File: src/rtl/burst_mode_ctrl.sv
`default_nettype none
// ============================================================================
// Module      : burst_mode_ctrl
// Description : Control FSM for a cellular-RAM burst-mode datapath. After
//               reset it waits out memory power-up, performs one asynchronous
//               configuration-register (BCR) write, then serves fixed-length
//               synchronous burst reads/writes one request at a time.
// Ports       : Clk        - system clock (also forwarded as memory clock)
//               Reset      - asynchronous active-high reset
//               Start/RW   - burst request and direction (1=write), IDLE only
//               MemWait    - memory WAIT, high = no transfer this cycle
//               Mode       - datapath mode: 00 Idle, 01 Read, 10 Con, 11 Write
//               MemCE_n, MemOE_n, MemWE_n, MemADV_n, MemCRE, MemClkEn
//                          - cellular-RAM strobes
//               Ready      - high in IDLE; Start is accepted while high
//               WordStrobe - one pulse per word transferred
//               WordCount  - index of the current burst word
//               Done       - pulse on the final burst word / last config cycle
// Revision    : 1.0 - initial release
// ============================================================================
module burst_mode_ctrl #(
    parameter int PWRUP_CYCLES = 15000,
    parameter int CFG_CYCLES   = 8,
    parameter int LATENCY      = 3,
    parameter int BURST_LEN    = 4
) (
    input  logic       Clk,
    input  logic       Reset,
    input  logic       Start,
    input  logic       RW,
    input  logic       MemWait,
    output logic [1:0] Mode,
    output logic       MemCE_n,
    output logic       MemOE_n,
    output logic       MemWE_n,
    output logic       MemADV_n,
    output logic       MemCRE,
    output logic       MemClkEn,
    output logic       Ready,
    output logic       WordStrobe,
    output logic [3:0] WordCount,
    output logic       Done
);

    // One shared counter times power-up, config and latency phases.
    localparam int c_CNT_MAX =
        (PWRUP_CYCLES > CFG_CYCLES) ?
            ((PWRUP_CYCLES > LATENCY) ? PWRUP_CYCLES : LATENCY) :
            ((CFG_CYCLES > LATENCY) ? CFG_CYCLES : LATENCY);
    localparam int c_CNT_W = $clog2(c_CNT_MAX + 1);

    localparam logic [c_CNT_W-1:0] c_PWRUP_LAST = c_CNT_W'(PWRUP_CYCLES - 1);
    localparam logic [c_CNT_W-1:0] c_CFG_LAST   = c_CNT_W'(CFG_CYCLES - 1);
    // ADDR already accounts for one latency cycle, LAT covers the rest.
    localparam logic [c_CNT_W-1:0] c_LAT_LAST   =
        c_CNT_W'((LATENCY >= 2) ? (LATENCY - 2) : 0);
    localparam logic               c_HAS_LAT    = (LATENCY >= 2);
    localparam logic [3:0]         c_LAST_WORD  = 4'(BURST_LEN - 1);

    localparam logic [1:0] c_MODE_IDLE  = 2'b00;
    localparam logic [1:0] c_MODE_READ  = 2'b01;
    localparam logic [1:0] c_MODE_CON   = 2'b10;
    localparam logic [1:0] c_MODE_WRITE = 2'b11;

    localparam logic [2:0] c_ST_PWRUP = 3'd0;
    localparam logic [2:0] c_ST_CFG   = 3'd1;
    localparam logic [2:0] c_ST_IDLE  = 3'd2;
    localparam logic [2:0] c_ST_ADDR  = 3'd3;
    localparam logic [2:0] c_ST_LAT   = 3'd4;
    localparam logic [2:0] c_ST_BURST = 3'd5;
    localparam logic [2:0] c_ST_RECOV = 3'd6;

    logic [2:0]         r_state, w_nextState;
    logic [c_CNT_W-1:0] r_cnt, w_nextCnt;
    logic               r_isWrite, w_nextIsWrite;

    logic [1:0] w_mode, w_rwMode;
    logic       w_ceN, w_oeN, w_weN, w_advN, w_cre, w_clkEn;
    logic       w_ready, w_wordStrobe, w_done;
    logic [3:0] w_wordCount;

    // State and output register. Outputs are computed for the state being
    // entered so every output is a flop aligned with its state.
    always_ff @(posedge Clk or posedge Reset) begin
        if (Reset) begin
            r_state    <= c_ST_PWRUP;
            r_cnt      <= '0;
            r_isWrite  <= 1'b0;
            Mode       <= c_MODE_IDLE;
            MemCE_n    <= 1'b1;
            MemOE_n    <= 1'b1;
            MemWE_n    <= 1'b1;
            MemADV_n   <= 1'b1;
            MemCRE     <= 1'b0;
            MemClkEn   <= 1'b0;
            Ready      <= 1'b0;
            WordStrobe <= 1'b0;
            WordCount  <= 4'd0;
            Done       <= 1'b0;
        end else begin
            r_state    <= w_nextState;
            r_cnt      <= w_nextCnt;
            r_isWrite  <= w_nextIsWrite;
            Mode       <= w_mode;
            MemCE_n    <= w_ceN;
            MemOE_n    <= w_oeN;
            MemWE_n    <= w_weN;
            MemADV_n   <= w_advN;
            MemCRE     <= w_cre;
            MemClkEn   <= w_clkEn;
            Ready      <= w_ready;
            WordStrobe <= w_wordStrobe;
            WordCount  <= w_wordCount;
            Done       <= w_done;
        end
    end

    // Next-state logic.
    always_comb begin
        w_nextState   = r_state;
        w_nextCnt     = r_cnt;
        w_nextIsWrite = r_isWrite;
        case (r_state)
            c_ST_PWRUP: begin
                if (r_cnt == c_PWRUP_LAST) begin
                    w_nextState = c_ST_CFG;
                    w_nextCnt   = '0;
                end else begin
                    w_nextCnt = r_cnt + 1'b1;
                end
            end
            c_ST_CFG: begin
                if (r_cnt == c_CFG_LAST) begin
                    w_nextState = c_ST_IDLE;
                    w_nextCnt   = '0;
                end else begin
                    w_nextCnt = r_cnt + 1'b1;
                end
            end
            c_ST_IDLE: begin
                if (Start) begin
                    w_nextState   = c_ST_ADDR;
                    w_nextIsWrite = RW;
                end
            end
            c_ST_ADDR: begin
                w_nextCnt   = '0;
                w_nextState = c_HAS_LAT ? c_ST_LAT : c_ST_BURST;
            end
            c_ST_LAT: begin
                if (r_cnt == c_LAT_LAST) begin
                    w_nextState = c_ST_BURST;
                    w_nextCnt   = '0;
                end else begin
                    w_nextCnt = r_cnt + 1'b1;
                end
            end
            c_ST_BURST: begin
                // Done is only raised on the strobe of the final word.
                if (Done) begin
                    w_nextState = c_ST_RECOV;
                end
            end
            c_ST_RECOV: w_nextState = c_ST_IDLE;
            default:    w_nextState = c_ST_PWRUP;
        endcase
    end

    // Output logic for the state about to be entered.
    always_comb begin
        w_mode       = c_MODE_IDLE;
        w_ceN        = 1'b1;
        w_oeN        = 1'b1;
        w_weN        = 1'b1;
        w_advN       = 1'b1;
        w_cre        = 1'b0;
        w_clkEn      = 1'b0;
        w_ready      = 1'b0;
        w_wordStrobe = 1'b0;
        w_wordCount  = 4'd0;
        w_done       = 1'b0;
        w_rwMode     = w_nextIsWrite ? c_MODE_WRITE : c_MODE_READ;
        case (w_nextState)
            c_ST_CFG: begin
                w_mode = c_MODE_CON;
                w_cre  = 1'b1;
                w_ceN  = 1'b0;
                w_weN  = 1'b0;
                w_advN = (w_nextCnt != '0);
                w_done = (w_nextCnt == c_CFG_LAST);
            end
            c_ST_IDLE: w_ready = 1'b1;
            c_ST_ADDR: begin
                w_mode  = w_rwMode;
                w_ceN   = 1'b0;
                w_advN  = 1'b0;
                w_clkEn = 1'b1;
                w_weN   = ~w_nextIsWrite;
            end
            c_ST_LAT, c_ST_BURST: begin
                w_mode  = w_rwMode;
                w_ceN   = 1'b0;
                w_clkEn = 1'b1;
                w_weN   = ~w_nextIsWrite;
                w_oeN   = w_nextIsWrite;
                if (w_nextState == c_ST_BURST) begin
                    w_wordStrobe = ~MemWait;
                    // Word index advances the cycle after each transfer.
                    w_wordCount  = (r_state == c_ST_BURST) ?
                                   (WordCount + {3'b000, WordStrobe}) : 4'd0;
                    w_done       = w_wordStrobe && (w_wordCount == c_LAST_WORD);
                end
            end
            default: ;
        endcase
    end

endmodule
`default_nettype wire

File: config.mk
export PLATFORM = sky130hd
export DESIGN_NAME = burst_mode_ctrl
export DESIGN_NICKNAME = d
export VERILOG_FILES = /design/src/rtl/burst_mode_ctrl.sv
export SDC_FILE = /design/constraint.sdc
export NUM_CORES = 1
export LEC_CHECK = 0
export ABC_AREA = 0
export ABC_CLOCK_PERIOD_IN_PS = 3070
export CAP_MARGIN = 10
export CORE_ASPECT_RATIO = 1.75
export CORE_MARGIN = 8
export CORE_UTILIZATION = 29
export DETAILED_ROUTE_END_ITERATION = 7
export PLACE_DENSITY = 0.44
export SYNTH_ARGS = -nofsm -noshare
export SYNTH_HDL_FRONTEND = slang
export SYNTH_SLANG_ARGS = --single-unit
File: constraint.sdc
create_clock -name Clk -period 3.07 [get_ports Clk]
set_input_delay 0.614 -clock Clk [delete_from_list [all_inputs] [get_ports Clk]]
set_output_delay 0.614 -clock Clk [all_outputs]
set_load 0.02 [all_outputs]
# == Word level (Yosys, flattened, before mapping) ==
# Index checks and enable logic that the tools add are counted.
# word_totals
inputBits,5
register_bits,33
# classes
n_reduce_logical,6
bitwise_logic,2
n_eq_ne,16
mux,28
add_sub_neg,2
# ops
op,count
$pmux 14 s4,1
$mux 14,3
$eq 14x3->1 const B,2
$pmux 3 s7,1
$eq 3x3->1 const B,5
$mux 3,5
$add 14x1->14 const B,1
$eq 14x1->1 const B,1
$eq 14x14->1 const B,1
$reduce_bool 14->1,1
$eq 3x2->1 const B,4
$mux 4,3
$mux 1,10
$eq 3x1->1 const B,2
$pmux 1 s2,3
$add 4x1->4,1
$eq 4x2->1 const B,1
$pmux 2 s2,1
$reduce_or 4->1,1
$logic_not 3->1,1
$reduce_or 3->1,1
$mux 2,1
$not 1->1,2
$reduce_or 2->1,1
$logic_and 1x1->1,1

# == Longest topological paths before layout ==
# depth
word_depth,6
ltp_mapped,8
mapped_depth_nobuf,8

# == Worst setup path before layout ==
# No wires, ideal clock.
# synth_timing
path_type,reg-to-reg
startpoint,register r_cnt[0]
endpoint,register Done
arrival_ns,2.202
stages_incl_launch_ff,9
setup_slack_ns,0.747
period_less_slack_ns,2.323
t_required_ns,2.948
n_path_buf,1
setup_ns,0.122
path_cell_list,dfrtp_1 ha_1 clkbuf_1 nand4bb_1 or4_1 o211ai_1 a21oi_1 a22o_1 a32o_1
# synth_between
elab_cells_between_ends,19
# synth_lines
element,line_no,rtl
start: declaration,74,"logic [c_CNT_W-1:0] r_cnt, w_nextCnt;"
start signal: assignment,102,r_cnt <= w_nextCnt;
$add 14x1->14 (tied with other cells),"129, 137, 155",
$mux 14 (on tied branches),"151, 125, 133",
$pmux 14 s4 *,123,case (r_state)
named net w_nextCnt[1],74,
$eq 14x3->1 *,190,w_done = (w_nextCnt == c_CFG_LAST);
$pmux 1 s2 *,183,case (w_nextState)
named net w_done,79,"logic w_ready, w_wordStrobe, w_done;"
end signal: assignment,114,Done <= w_done;
end: declaration,42,output logic Done
# The timed path passes the listed nets; every way through them passes the cells marked *.

# == Final worst setup path ==
# layout_timing
startpoint,register r_cnt[0]
endpoint,register r_cnt[13]
# layout_between
elab_chain_cells,3
elab_cells_between_ends,8
# layout_rtl
element,line_no
$add 14x1->14 (tied with other cells),"129, 137, 155"
$mux 14 (on tied branches),"151, 125, 133"
$pmux 14 s4 *,123
named net w_nextCnt[13],74
# Marks and branches as above.

==> impl_metrics.ini <==
[global_routing]
grt_first_pass_wirelength_mm = 8.735
grt_usage_pct = 11.93
grt_max_degree = 33
grt_pass1_vias = 1663
grt_antenna_before_repair = 0
grt-ovfl-total = 0

[power]
powerDensity_mw_per_mm2 = 886.0
worst_ir_drop_vdd_uv = 231.9
p_sw_share_pct = 37.38
seq_power_share_pct = 31.1
combPwrFrac_pct = 39.2
p_int_mw = 1.287
clockPowerShare_pct = 29.7
p_switching_mw = 0.7683
total_power_mw = 2.055
leakagePower_nw = 0.9361

[detailed_routing]
postRouteAntennaNets = 0
drt_iter0_markers = 89
drc = 0
wl_per_cell_um = 16.82
drt_wl_total_mm = 5.146
drtPass1Iterations = 7
num_vias = 1586
vias_per_cell = 5.183

[clock_network]
clock_path_buffers = 2
root_buffer = clkbuf_16
holdBufCountCts = 0
cts_tree = yes
ctsResizeCount = 0
worstSkewPairLatency_ps = 280
h-tree-depth = 2
path_clk_slew_ps = 50
cts.sinks = 32
postCtsSetupBuffers = 0
cts_buffers = 5

[finish]
finalNetCount = 232
stdcell_count = 306
final_common_cell = dfrtp_1
areaGrowthSynthToFinish_pct = 23.35
drive_above_1_share_pct = 9.821
ff_latch_area_sq_um = 805.8
final_cell_mix = dfrtp_1 (28), nand2_1 (21), nor2_1 (21), clkdlybuf4s50_1 (19), nand3_1 (9)
design_area_sq_mm = 0.002320
utilization_pct = 36.29
multiInputGateArea_sq_um = 974.7
antenna_cells = 0
fillers = 665

[synthesis]
syn_inst = 208
synth_area_leaders = dfrtp_1 (37%), dfstp_2 (5.6%), nand2_1 (4.2%)
async_reset_ff_share_pct = 100.0
syn_area_per_cell_sq_um = 9.041
yosysWarnings = 0
ys_seq_elements = 32
synth_top_area_cell = dfrtp_1
synth_flop_cell = dfrtp_1
synth-edff-count = 0
netlist_area_sq_mm = 0.001881
synth_seq_area_share_pct = 42.85
syn_nets = 217
synth_top_area_share_pct = 37.26
yosys.cell_types.count = 47

[setup_path]
crit_buf_inv = 0
critPathRequiredTime_ps = 3240
end_kind = flip-flop
max_stage_delay_ps = 540
cp_top_family = compound AO/OA/AOI/OAI gates
crit_path_cell_trace = ha_1, nand4bb_1, or4_1, o211ai_1, o21a_1, o21ba_2
path_class = flip-flop to flip-flop
cp_max_fo = 13
slowest_stage = or4_1
start_kind = flip-flop
crit_arrival_ps = 2730

[timing]
worst_slew_pin_slew_ps = 597.8
period_minus_slack_ps = 2560
setup-violations-final = 0
hold_viol_final = 0
holdWs_ps = 577.3
period_share_pct = 83.39
rsz0062_at_grt = false
tns_ps = 0
finalClockSkew_ps = 2.001
max_freq_mhz = 390.6
maxSlewViolCount = 0
fin_ws_ps = 509.9
slew_headroom_pct = 59.78

[floorplan]
die_h_um = 122.5
rows = 39
start_util_pct = 29.42
die_area_sq_mm = 0.009419
core-area_sq_mm = 0.006392
die_w_um = 76.88
io_pins = 20

[placed_design]
place_congestion = 0.8817
dp.cells = 298
dpl-instance-area_sq_mm = 0.002137
dp_slack_ps = 473.5
hpwl_mm = 3.875
numPortBuffers = 19

[flow_run]
drv_cap = 0

[status]
status = completed

[min_path]
hp-class = flip-flop to flip-flop
==> worst reg2reg max path, cell delays in order (launching register included) <==
cell,delay [ps]
dfrtp_1,480
ha_1,390
nand4bb_1,180
or4_1,540
o211ai_1,130
o21a_1,490
o21ba_2,240
==> kinds of logic after synthesis <==
logic type	synth area share (%)
and+or+nand+nor	25.55
AOI/OAI and AO/OA	13.64
DFF	42.85
buffers and inverters	5.323
xor gates and xnor gates	6.520
muxes	3.460
adders and majority gates	2.661
==> layer usage <==
metal,routed length [um],up-vias,GRT usage [%]
li1,-,772,-
met1,1817,766,10.96
met2,2925,34,22.48
met3,218,14,3.446
met4,184,0,7.385
met5,0,-,0
==> registers in the layout, summed over array words and instances, names as in the netlist <==
signal	cells
WordCount	4
r_isWrite	1
r_cnt	14
WordStrobe	1
r_state	3
MemADV_n	1
MemCE_n	1
MemOE_n	1
Done	1
MemWE_n	1
Mode	2
MemCRE	1
Ready	1
==> power by group through the flow <==
| stage | registers (mW) | clock network [mW] | logic [mW] |
|---|---|---|---|
| after CTS | 0.639 | 0.632 | 0.814 |
| after detailed placement | 0.647 | 0 | 0.811 |
| final | 0.640 | 0.610 | 0.806 |
| after floorplan | 0.641 | 0 | 0.545 |
| after global routing | 0.655 | 0.642 | 0.908 |
| after global placement | 0.644 | 0 | 0.809 |
==> layout make-up <==
| class | count | area share, % |
|---|---|---|
| clock inverter | 1 | 1.295 |
| clock buffer | 7 | 6.580 |
| multi-input combinational | 153 | 42.02 |
| timing repair buffer | 24 | 9.817 |
| tap | 82 | 4.423 |
| inverter | 7 | 1.133 |
| sequential | 32 | 34.74 |
==> synthesized netlist by cell type, types with 2 or more instances <==
library cell and count:
or4_1 2, a311oi_1 2, mux2_2 4, nor3_1 6, and2_1 3, a21oi_1 6, xnor2_1 7, nand2_1 21
nand2b_1 2, and3_1 3, inv_1 7, or3_1 3, a31oi_1 3, nand4_1 5, dfrtp_1 28, a211oi_1 2
xor2_1 7, and4_1 2, nor4_1 5, o21ai_0 7, nor2b_1 4, buf_2 2, o21a_1 2, nand4bb_1 3
o211ai_1 2, o22ai_1 3, nor2_1 21, nand3_1 9, mux2i_1 2, clkbuf_1 12, dfstp_2 4, ha_1 4
==> path summary, 6_finish.rpt <==
check / slack [ps] / startpoint / cells after the start / to
worst min-delay path: 580 / r_state[2] / 1 / r_state[0]
worst min register to register: 580 / r_state[2] / 1 / r_state[0]
worst max-delay path: 510 / r_cnt[0] / 6 / r_cnt[13]
min in group asynchronous: 720 / Reset / 3 / WordCount[3]
worst max register to register: 510 / r_cnt[0] / 6 / r_cnt[13]
max in group asynchronous: 2010 / Reset / 3 / MemADV_n
Note: power is estimated with default switching activity, not from simulation.
